[src/rtl/mem_byte_arbiter_if.sv]
// Requester, result and memory-side signals of the two-port byte arbiter.
// The master modport is the environment (both requesters plus the memory).
// The slave modport is the arbiter.
interface mem_byte_arbiter_if #(
    parameter int ADDR_W = 10
);
    logic              req0;
    logic              we0;
    logic [1:0]        size0;
    logic [ADDR_W-1:0] addr0;
    logic [31:0]       wdata0;
    logic              gnt0;
    logic              done0;

    logic              req1;
    logic              we1;
    logic [1:0]        size1;
    logic [ADDR_W-1:0] addr1;
    logic [31:0]       wdata1;
    logic              gnt1;
    logic              done1;

    logic [31:0]       rdata;
    logic              busy;

    logic              mem_En;
    logic              mem_wea;
    logic [ADDR_W-1:0] mem_addr;
    logic [7:0]        mem_din;
    logic [7:0]        mem_dout;

    modport master (
        output req0, we0, size0, addr0, wdata0,
        output req1, we1, size1, addr1, wdata1,
        input  gnt0, done0, gnt1, done1, rdata, busy,
        input  mem_En, mem_wea, mem_addr, mem_din,
        output mem_dout
    );

    modport slave (
        input  req0, we0, size0, addr0, wdata0,
        input  req1, we1, size1, addr1, wdata1,
        output gnt0, done0, gnt1, done1, rdata, busy,
        output mem_En, mem_wea, mem_addr, mem_din,
        input  mem_dout
    );
endinterface

[src/rtl/mem_byte_arbiter.sv]
// Two-port round-robin arbiter in front of a byte-wide synchronous memory.
// Splits byte/half/word requests into little-endian byte accesses and
// reassembles reads around the memory's one-cycle registered dout.
//
// state  | meaning
// IDLE   | waiting for a request; grant is issued combinationally here
// ACCESS | one memory byte access per cycle, cnt = 0..N-1
// DRAIN  | read only: collect the last byte from the memory pipeline
// RESP   | pulse done for the latched port
module mem_byte_arbiter #(
    parameter int ADDR_W   = 10,
    parameter bit RST_PRIO = 1'b0
) (
    input  logic              clk,
    input  logic              Rst,
    mem_byte_arbiter_if.slave bus
);
    localparam logic [1:0] S_IDLE   = 2'd0;
    localparam logic [1:0] S_ACCESS = 2'd1;
    localparam logic [1:0] S_DRAIN  = 2'd2;
    localparam logic [1:0] S_RESP   = 2'd3;

    logic [1:0]        state_q, state_d;
    logic              prio_q;
    logic              port_q;
    logic              we_q;
    logic [1:0]        size_q;
    logic [ADDR_W-1:0] base_q;
    logic [31:0]       wdata_q;
    logic [1:0]        cnt_q;
    logic [31:0]       rbuf_q;
    logic [31:0]       rdata_q;

    logic              grant_any;
    logic              pick1;
    logic [1:0]        last_cnt;
    logic [1:0]        cap_idx;
    logic [31:0]       rbuf_new;

    // Arbitration: a lone request wins, a tie goes to the priority port.
    always_comb begin
        pick1     = bus.req1 && (!bus.req0 || prio_q);
        grant_any = (state_q == S_IDLE) && (bus.req0 || bus.req1);
    end

    // Last byte index of the latched request and the read-byte merge.
    always_comb begin
        last_cnt = 2'd3;
        if (size_q == 2'b00) last_cnt = 2'd0;
        else if (size_q == 2'b01) last_cnt = 2'd1;
        cap_idx  = (state_q == S_DRAIN) ? last_cnt : (cnt_q - 2'd1);
        rbuf_new = rbuf_q;
        rbuf_new[{cap_idx, 3'b000} +: 8] = bus.mem_dout;
    end

    // Next-state logic.
    always_comb begin
        state_d = state_q;
        case (state_q)
            S_IDLE:   if (grant_any) state_d = S_ACCESS;
            S_ACCESS: if (cnt_q == last_cnt) state_d = we_q ? S_RESP : S_DRAIN;
            S_DRAIN:  state_d = S_RESP;
            default:  state_d = S_IDLE;
        endcase
    end

    // State, request latches, byte counter and read assembly.
    always_ff @(posedge clk or negedge Rst) begin
        if (!Rst) begin
            state_q <= S_IDLE;
            prio_q  <= RST_PRIO;
            port_q  <= 1'b0;
            we_q    <= 1'b0;
            size_q  <= 2'b00;
            base_q  <= '0;
            wdata_q <= '0;
            cnt_q   <= 2'd0;
            rbuf_q  <= '0;
            rdata_q <= '0;
        end else begin
            state_q <= state_d;
            case (state_q)
                S_IDLE: begin
                    if (grant_any) begin
                        port_q  <= pick1;
                        we_q    <= pick1 ? bus.we1    : bus.we0;
                        size_q  <= pick1 ? bus.size1  : bus.size0;
                        base_q  <= pick1 ? bus.addr1  : bus.addr0;
                        wdata_q <= pick1 ? bus.wdata1 : bus.wdata0;
                        cnt_q   <= 2'd0;
                        rbuf_q  <= '0;
                        prio_q  <= ~pick1;
                    end
                end
                S_ACCESS: begin
                    cnt_q <= cnt_q + 2'd1;
                    if (!we_q && cnt_q != 2'd0) rbuf_q <= rbuf_new;
                end
                S_DRAIN: rdata_q <= rbuf_new;
                default: ;
            endcase
        end
    end

    // Outputs decode straight from registered state so reset clears them at once.
    always_comb begin
        bus.gnt0     = grant_any && !pick1;
        bus.gnt1     = grant_any && pick1;
        bus.done0    = (state_q == S_RESP) && !port_q;
        bus.done1    = (state_q == S_RESP) && port_q;
        bus.busy     = (state_q != S_IDLE);
        bus.rdata    = rdata_q;
        bus.mem_En   = (state_q == S_ACCESS);
        bus.mem_wea  = (state_q == S_ACCESS) && we_q;
        bus.mem_addr = base_q + {{(ADDR_W-2){1'b0}}, cnt_q};
        bus.mem_din  = wdata_q[{cnt_q, 3'b000} +: 8];
    end
endmodule

[src/flat_wrapper.sv]
// flat-port wrapper written by rule: the top's interface ports become plain ports
module mem_byte_arbiter_flat 
#(
    parameter int ADDR_W   = 10,
    parameter bit RST_PRIO = 1'b0
)
  (clk, Rst, bus_req0, bus_we0, bus_size0, bus_addr0, bus_wdata0, bus_req1, bus_we1, bus_size1, bus_addr1, bus_wdata1, bus_gnt0, bus_done0, bus_gnt1, bus_done1, bus_rdata, bus_busy, bus_mem_En, bus_mem_wea, bus_mem_addr, bus_mem_din, bus_mem_dout);
  mem_byte_arbiter_if #(.ADDR_W(ADDR_W)) bus_i ();
  input  logic clk;
  input  logic Rst;
  input wire logic [$bits(bus_i.req0)-1:0] bus_req0;
  input wire logic [$bits(bus_i.we0)-1:0] bus_we0;
  input wire logic [$bits(bus_i.size0)-1:0] bus_size0;
  input wire logic [$bits(bus_i.addr0)-1:0] bus_addr0;
  input wire logic [$bits(bus_i.wdata0)-1:0] bus_wdata0;
  input wire logic [$bits(bus_i.req1)-1:0] bus_req1;
  input wire logic [$bits(bus_i.we1)-1:0] bus_we1;
  input wire logic [$bits(bus_i.size1)-1:0] bus_size1;
  input wire logic [$bits(bus_i.addr1)-1:0] bus_addr1;
  input wire logic [$bits(bus_i.wdata1)-1:0] bus_wdata1;
  output wire logic [$bits(bus_i.gnt0)-1:0] bus_gnt0;
  output wire logic [$bits(bus_i.done0)-1:0] bus_done0;
  output wire logic [$bits(bus_i.gnt1)-1:0] bus_gnt1;
  output wire logic [$bits(bus_i.done1)-1:0] bus_done1;
  output wire logic [$bits(bus_i.rdata)-1:0] bus_rdata;
  output wire logic [$bits(bus_i.busy)-1:0] bus_busy;
  output wire logic [$bits(bus_i.mem_En)-1:0] bus_mem_En;
  output wire logic [$bits(bus_i.mem_wea)-1:0] bus_mem_wea;
  output wire logic [$bits(bus_i.mem_addr)-1:0] bus_mem_addr;
  output wire logic [$bits(bus_i.mem_din)-1:0] bus_mem_din;
  input wire logic [$bits(bus_i.mem_dout)-1:0] bus_mem_dout;
  assign bus_i.req0 = bus_req0;
  assign bus_i.we0 = bus_we0;
  assign bus_i.size0 = bus_size0;
  assign bus_i.addr0 = bus_addr0;
  assign bus_i.wdata0 = bus_wdata0;
  assign bus_i.req1 = bus_req1;
  assign bus_i.we1 = bus_we1;
  assign bus_i.size1 = bus_size1;
  assign bus_i.addr1 = bus_addr1;
  assign bus_i.wdata1 = bus_wdata1;
  assign bus_gnt0 = bus_i.gnt0;
  assign bus_done0 = bus_i.done0;
  assign bus_gnt1 = bus_i.gnt1;
  assign bus_done1 = bus_i.done1;
  assign bus_rdata = bus_i.rdata;
  assign bus_busy = bus_i.busy;
  assign bus_mem_En = bus_i.mem_En;
  assign bus_mem_wea = bus_i.mem_wea;
  assign bus_mem_addr = bus_i.mem_addr;
  assign bus_mem_din = bus_i.mem_din;
  assign bus_i.mem_dout = bus_mem_dout;
  mem_byte_arbiter #(.ADDR_W(ADDR_W), .RST_PRIO(RST_PRIO)) u_core (.clk(clk), .Rst(Rst), .bus(bus_i));
endmodule
[config.mk]
export PLATFORM = sky130hd
export DESIGN_NAME = mem_byte_arbiter_flat
export DESIGN_NICKNAME = d
export VERILOG_FILES = /design/src/rtl/mem_byte_arbiter_if.sv /design/src/rtl/mem_byte_arbiter.sv /design/src/flat_wrapper.sv
export SDC_FILE = /design/constraint.sdc
export NUM_CORES = 1
export LEC_CHECK = 0
export CAP_MARGIN = 20
export CORE_MARGIN = 2
export CORE_UTILIZATION = 48
export DETAILED_ROUTE_END_ITERATION = 6
export GPL_ROUTABILITY_DRIVEN = 0
export PLACE_DENSITY = 0.9
export SLEW_MARGIN = 30
export SYNTH_ARGS = -nofsm -noshare
export SYNTH_HDL_FRONTEND = slang
export SYNTH_SLANG_ARGS = --single-unit
[constraint.sdc]
create_clock -name clk -period 4.25 [get_ports clk]
set_input_delay 0.85 -clock clk [delete_from_list [all_inputs] [get_ports clk]]
set_output_delay 0.85 -clock clk [all_outputs]
set_load 0.05 [all_outputs]
Word-level counts from Yosys, hierarchy flattened
Index checks and enable logic that the tools add are counted.

storage, ports and cells
  bits in registers = 115
  input port bits = 102
  output and inout bits = 57
  word-level logic and storage cells = 66

cells by class
  add/subtract/negate cells = 4
  equal/unequal tests = 8
  shifts and indexed selects = 3
  mux-type cells = 17
  bitwise gates (word level) = 1
  reductions and logical operators = 23

operator list
  operator                                               count
  two-way mux 32 bit                                     3
  one-hot mux 32 bit (2 select lines)                    1
  bitwise mux 32 bit                                     1
  variable shift 8 x 7 -> 32 bit (first input constant)  1
  indexed part select 32 x 6 -> 8 bit                    1
  indexed part select 8 x 7 -> 32 bit                    1
  two-way mux 2 bit                                      7
  adder 10 x 2 -> 10 bit                                 1
  two-way mux 10 bit                                     1
  logical AND 1 bit                                      8
  negation 5 -> 7 bit                                    1
  != test 2 x 1 -> 1 bit (second input constant)         3
  one-hot mux 2 bit (3 select lines)                     1
  AND reduction 2 bit                                    3
  nonzero test 2 bit                                     3
  equality test 2 x 1 -> 1 bit (second input constant)   2
  equality test 2 bit (second input constant)            2
  logical NOT 1 bit                                      4
  logical NOT 2 bit                                      2
  one-hot mux 2 bit (2 select lines)                     1
  AND reduction 3 bit                                    1
  adder 2 x 1 -> 2 bit (second input constant)           1
  equality test 2 bit                                    1
  logical OR 1 bit                                       2
  3 further kinds                                        4

Logic depth before layout (Yosys ltp)
  depth in word-level cells = 9
  mapped depth = 11
  gate-level depth less buffers = 10

Worst setup path after synthesis
No wires, ideal clock.

  kind = flip-flop to flip-flop
  from = reg u_core.cnt_q[1]
  to = reg u_core.rbuf_q[10]
  setup time = 79 ps
  arrival time = 2911 ps
  slack = 1260 ps
  stages on the path, launching flop included = 11
  path buffers = 2
  cell sequence = dfrtp_1 -> clkbuf_1 -> inv_1 -> ha_1 -> nor2b_1 -> nor2_1 -> ha_1 -> buf_1 -> nor4b_4 -> nand2_1 -> o21ai_1

between the ends
  word-level cells in the longest chain between the ends = 7
  elaborated cells on any way between the ends = 12

ends and longest elaborated chain
  element                                                                                       RTL line                RTL
  start, declared                                                                               mem_byte_arbiter.sv:30  logic [1:0] cnt_q;
  start signal, assigned                                                                        mem_byte_arbiter.sv:96  cnt_q <= cnt_q + 2'd1;
  subtractor 2 x 1 -> 2 bit                                                                     mem_byte_arbiter.sv:51  cap_idx = (state_q == S_DRAIN) ? last_cnt : (cnt_q - 2'd1);
  two-way mux 2 bit                                                                             mem_byte_arbiter.sv:51
  negation 5 -> 7 bit                                                                           mem_byte_arbiter.sv:53  rbuf_new[{cap_idx, 3'b000} +: 8] = bus.mem_dout;
  indexed part select 8 x 7 -> 32 bit / variable shift 8 x 7 -> 32 bit (equally long branches)  mem_byte_arbiter.sv:53
  bitwise mux 32 bit                                                                            mem_byte_arbiter.sv:53
  two-way mux 32 bit                                                                            mem_byte_arbiter.sv:97  if (!we_q && cnt_q != 2'd0) rbuf_q <= rbuf_new;
  one-hot mux 32 bit (2 select lines)                                                           mem_byte_arbiter.sv:82  case (state_q)
  end signal, assigned                                                                          mem_byte_arbiter.sv:97
  end, declared                                                                                 mem_byte_arbiter.sv:31  logic [31:0] rbuf_q;

Parallel ways exist; a longest one is shown, timed or not. The select of a mux whose other input is x is not followed.
A chain may end at the register's enable or synchronous reset.

Worst setup path in the final report
  from = reg u_core.cnt_q[1]
  to = out bus_mem_addr[8]

between the ends
  word-level cells in the longest chain between the ends = 1

ends and longest elaborated chain
  element                 RTL line                 RTL
  adder 10 x 2 -> 10 bit  mem_byte_arbiter.sv:115  bus.mem_addr = base_q + {{(ADDR_W-2){1'b0}}, cnt_q};
  end, declared           flat_wrapper.sv:29       output wire logic [$bits(bus_i.mem_addr)-1:0] bus_mem_addr;

Every way passes these cells.

==> flow_metrics.tcl <==
set metrics [dict create \
    status "finished with violations" \
    violations "DRC" \
    cts_setup_buffers 0 \
    slew_violations 0 \
    synth_top_area_share 0.510 \
    n_antenna_cell 0 \
    drc_errors 15 \
    numCtsBuffers 17 \
    slowest_delay_ns 0.82 \
    die_area_um2 12600 \
    syn_nets 635 \
    final-seq-area_um2 2880 \
    cp_slowest_cell "clkdlybuf4s50_1" \
    drt_iter0_drc 691 \
    die_y_um 112 \
    synth_cell_types 52 \
    synthArstFlopShare 1.00 \
    leakagePower_uw 0.00363 \
    crit_arrival_ns 2.92 \
    h-tree-depth 4 \
    fmax_mhz 265 \
    netlist_top_cells_count "dfrtp_1 (115), inv_1 (55), a222oi_1 (45)" \
    cts_hold_buf 0 \
    netlist_instances 520 \
    fin_skew_ns 0.00784 \
    drive_above_1_share 0.101 \
    totalWireLength_um 16700 \
    fin_util 0.695 \
    yosysWarnings 0 \
    ir_drop_v 0.000634 \
    syn_area_per_cell_um2 10.8 \
    yosysTopAreaCell "dfrtp_1" \
    root_buffer "clkbuf_16" \
    nets 787 \
    port_buffers 158 \
    cts_tree "done" \
    critPathRequiredTime_ns 3.40 \
    area_growth_pct 40.7 \
    gr-total-overflow 0 \
    final.min_clock_period_ns 3.77 \
    timing.final.setup_violations 0 \
    grt_pass1_vias 5266 \
    crit_type "flip-flop to output port" \
    detail-route-antenna-nets 0 \
    start_util 0.494 \
    ioPinCount 159 \
    die_w_um 112 \
    synth-edff-count 0 \
    ys.flop_type "dfrtp_1" \
    wl_per_cell_um 20.1 \
    finalHoldViolations 0 \
    cap_viol_max_count 0 \
    synth-seq-cells 115 \
    clock_path_buffers 2 \
    antenna_found_initial 0 \
    num_rows 39 \
    clkTransAtPathRegs_ns 0.05 \
    grt_usage 0.272 \
    synth_most_common_cell "dfrtp_1" \
    clkSinkCount 115 \
    tightestPinTransition_ns 0.782 \
    hpwl_um 11700 \
    max_slew_margin 0.479 \
    cp-start-kind "flip-flop" \
    cts-resized-gates 0 \
    first_pass_iters 7 \
    core-area_um2 11400 \
    synth_area_um2 5640 \
    clk_latency_ns 0.41 \
    rsz0062_at_grt "false" \
    fillers 802 \
    ys_top_cells_by_area "dfrtp_1 (51%), a222oi_1 (8.0%), inv_1 (3.7%), mux4_2 (3.2%), ha_1 (2.7%)" \
    ys_seq_area_frac 0.510 \
    p_per_area_nw_per_um2 859 \
    critPathMaxFanout 14 \
    end_kind "output port" \
    multi_input_comb_area_um2 2450 \
    vias 5175 \
    crit_path_frequent_cell "nand3_1" \
    via_per_inst 6.25 \
    grt_pass1_wl_um 27000 \
    post-route-period-util 0.888 \
    crit_chain "fa_1 -> nand3_1 -> nor2_1 -> nand3_1 -> xnor2_1 -> clkdlybuf4s50_1" \
    setup_tns_ns 0 \
    grt_max_degree 64 \
    hold_path_class "flip-flop to flip-flop" \
]
-- worst paths after layout --
kind	endpoint	start	slack, ns	cells past startpoint
min in group asynchronous	u_core.base_q[8]$_DFFE_PN0P_	Rst	0.50	1
max in group asynchronous	u_core.bus.rdata[31]$_DFFE_PN0N_	Rst	2.87	2
setup reg to reg	u_core.rbuf_q[12]$_DFFE_PN0P_	u_core.cnt_q[1]$_DFFE_PN0P_	0.72	8
hold reg to reg	u_core.wdata_q[21]$_DFFE_PN0P_	u_core.wdata_q[21]$_DFFE_PN0P_	0.49	2
setup / recovery	bus_mem_addr[8]	u_core.cnt_q[1]$_DFFE_PN0P_	0.48	6
hold / removal	u_core.wdata_q[21]$_DFFE_PN0P_	u_core.wdata_q[21]$_DFFE_PN0P_	0.49	2
-- worst max-delay path: cells and delay by family, from the launching register on --
| kind | cells | cell delay, ns |
|---|---|---|
| buffers and inverters | 1 | 0.82 |
| flip-flops | 1 | 0.74 |
| AND/OR/NAND/NOR | 3 | 0.46 |
| adder cells (fa/ha/maj) | 1 | 0.34 |
| XOR/XNOR | 1 | 0.15 |
-- state kept, by name, indices dropped and copies added, names as in the netlist --
name / cells
u_core.state_q: 2
u_core.base_q: 10
u_core.port_q: 1
u_core.rbuf_q: 32
u_core.prio_q: 1
u_core.we_q: 1
u_core.bus.rdata: 32
u_core.cnt_q: 2
u_core.size_q: 2
u_core.wdata_q: 32
-- through the flow --
step                      hold WS, ns  instances  instance area, µm²  setup slack [ns]  power [µW]
after global placement          0.462        795                7350             0.860        5320
after detailed placement        0.468        796                7380             0.819        5450
after global routing            0.511        828                7940             0.343        7180
after CTS                       0.490        828                7930             0.448        6800
after floorplan                 0.448        520                5640              1.26        4300
final                           0.490        828                7940             0.475        6810
-- cell type report --
type,count,share of cell area
Clock buffer,21,0.0593
Tap cell,143,0.0225
Multi-Input combinational cell,315,0.309
Sequential cell,115,0.363
Clock inverter,11,0.0101
Timing Repair Buffer,166,0.209
Inverter,57,0.0270
-- placed cells by master, fill, tap and decap left out, types with 9 or more instances in the layout --
cell type        count
clkdlybuf4s50_1    157
dfrtp_1            115
inv_1               55
a222oi_1            45
nor2_1              28
a21oi_1             25
nand2_1             25
nor2b_1             20
clkbuf_16           17
o21ai_1             16
o211ai_1            15
ha_1                12
nand2b_1            11
and3_1              10
a31oi_1              9
-- report_power, final --
group / total, µW / leakage (µW) / internal [µW] / switching, µW
clock network: 1300 / 0.000273 / 791 / 508
registers: 1800 / 0.00148 / 1490 / 310
logic: 3710 / 0.00187 / 1290 / 2420
-- cell families (layout without fill, tap and decap cells) --
logic type,count (synthesis),after routing,share of synthesized area
xor gates and xnor gates,9,9,0.0140
AOI/OAI and AO/OA,158,158,0.218
and+or+nand+nor,125,125,0.129
muxes,10,10,0.0359
buffers and inverters,90,255,0.0621
adders and majority gates,13,13,0.0302
DFF,115,115,0.510
-- per-layer routing --
layer  share of wire  global-route usage
met1            0.40               0.356
met2            0.48               0.424
met3           0.077              0.0734
met4           0.040               0.133
met5               0                   0
No activity file was read; power rests on OpenSTA's default activity.
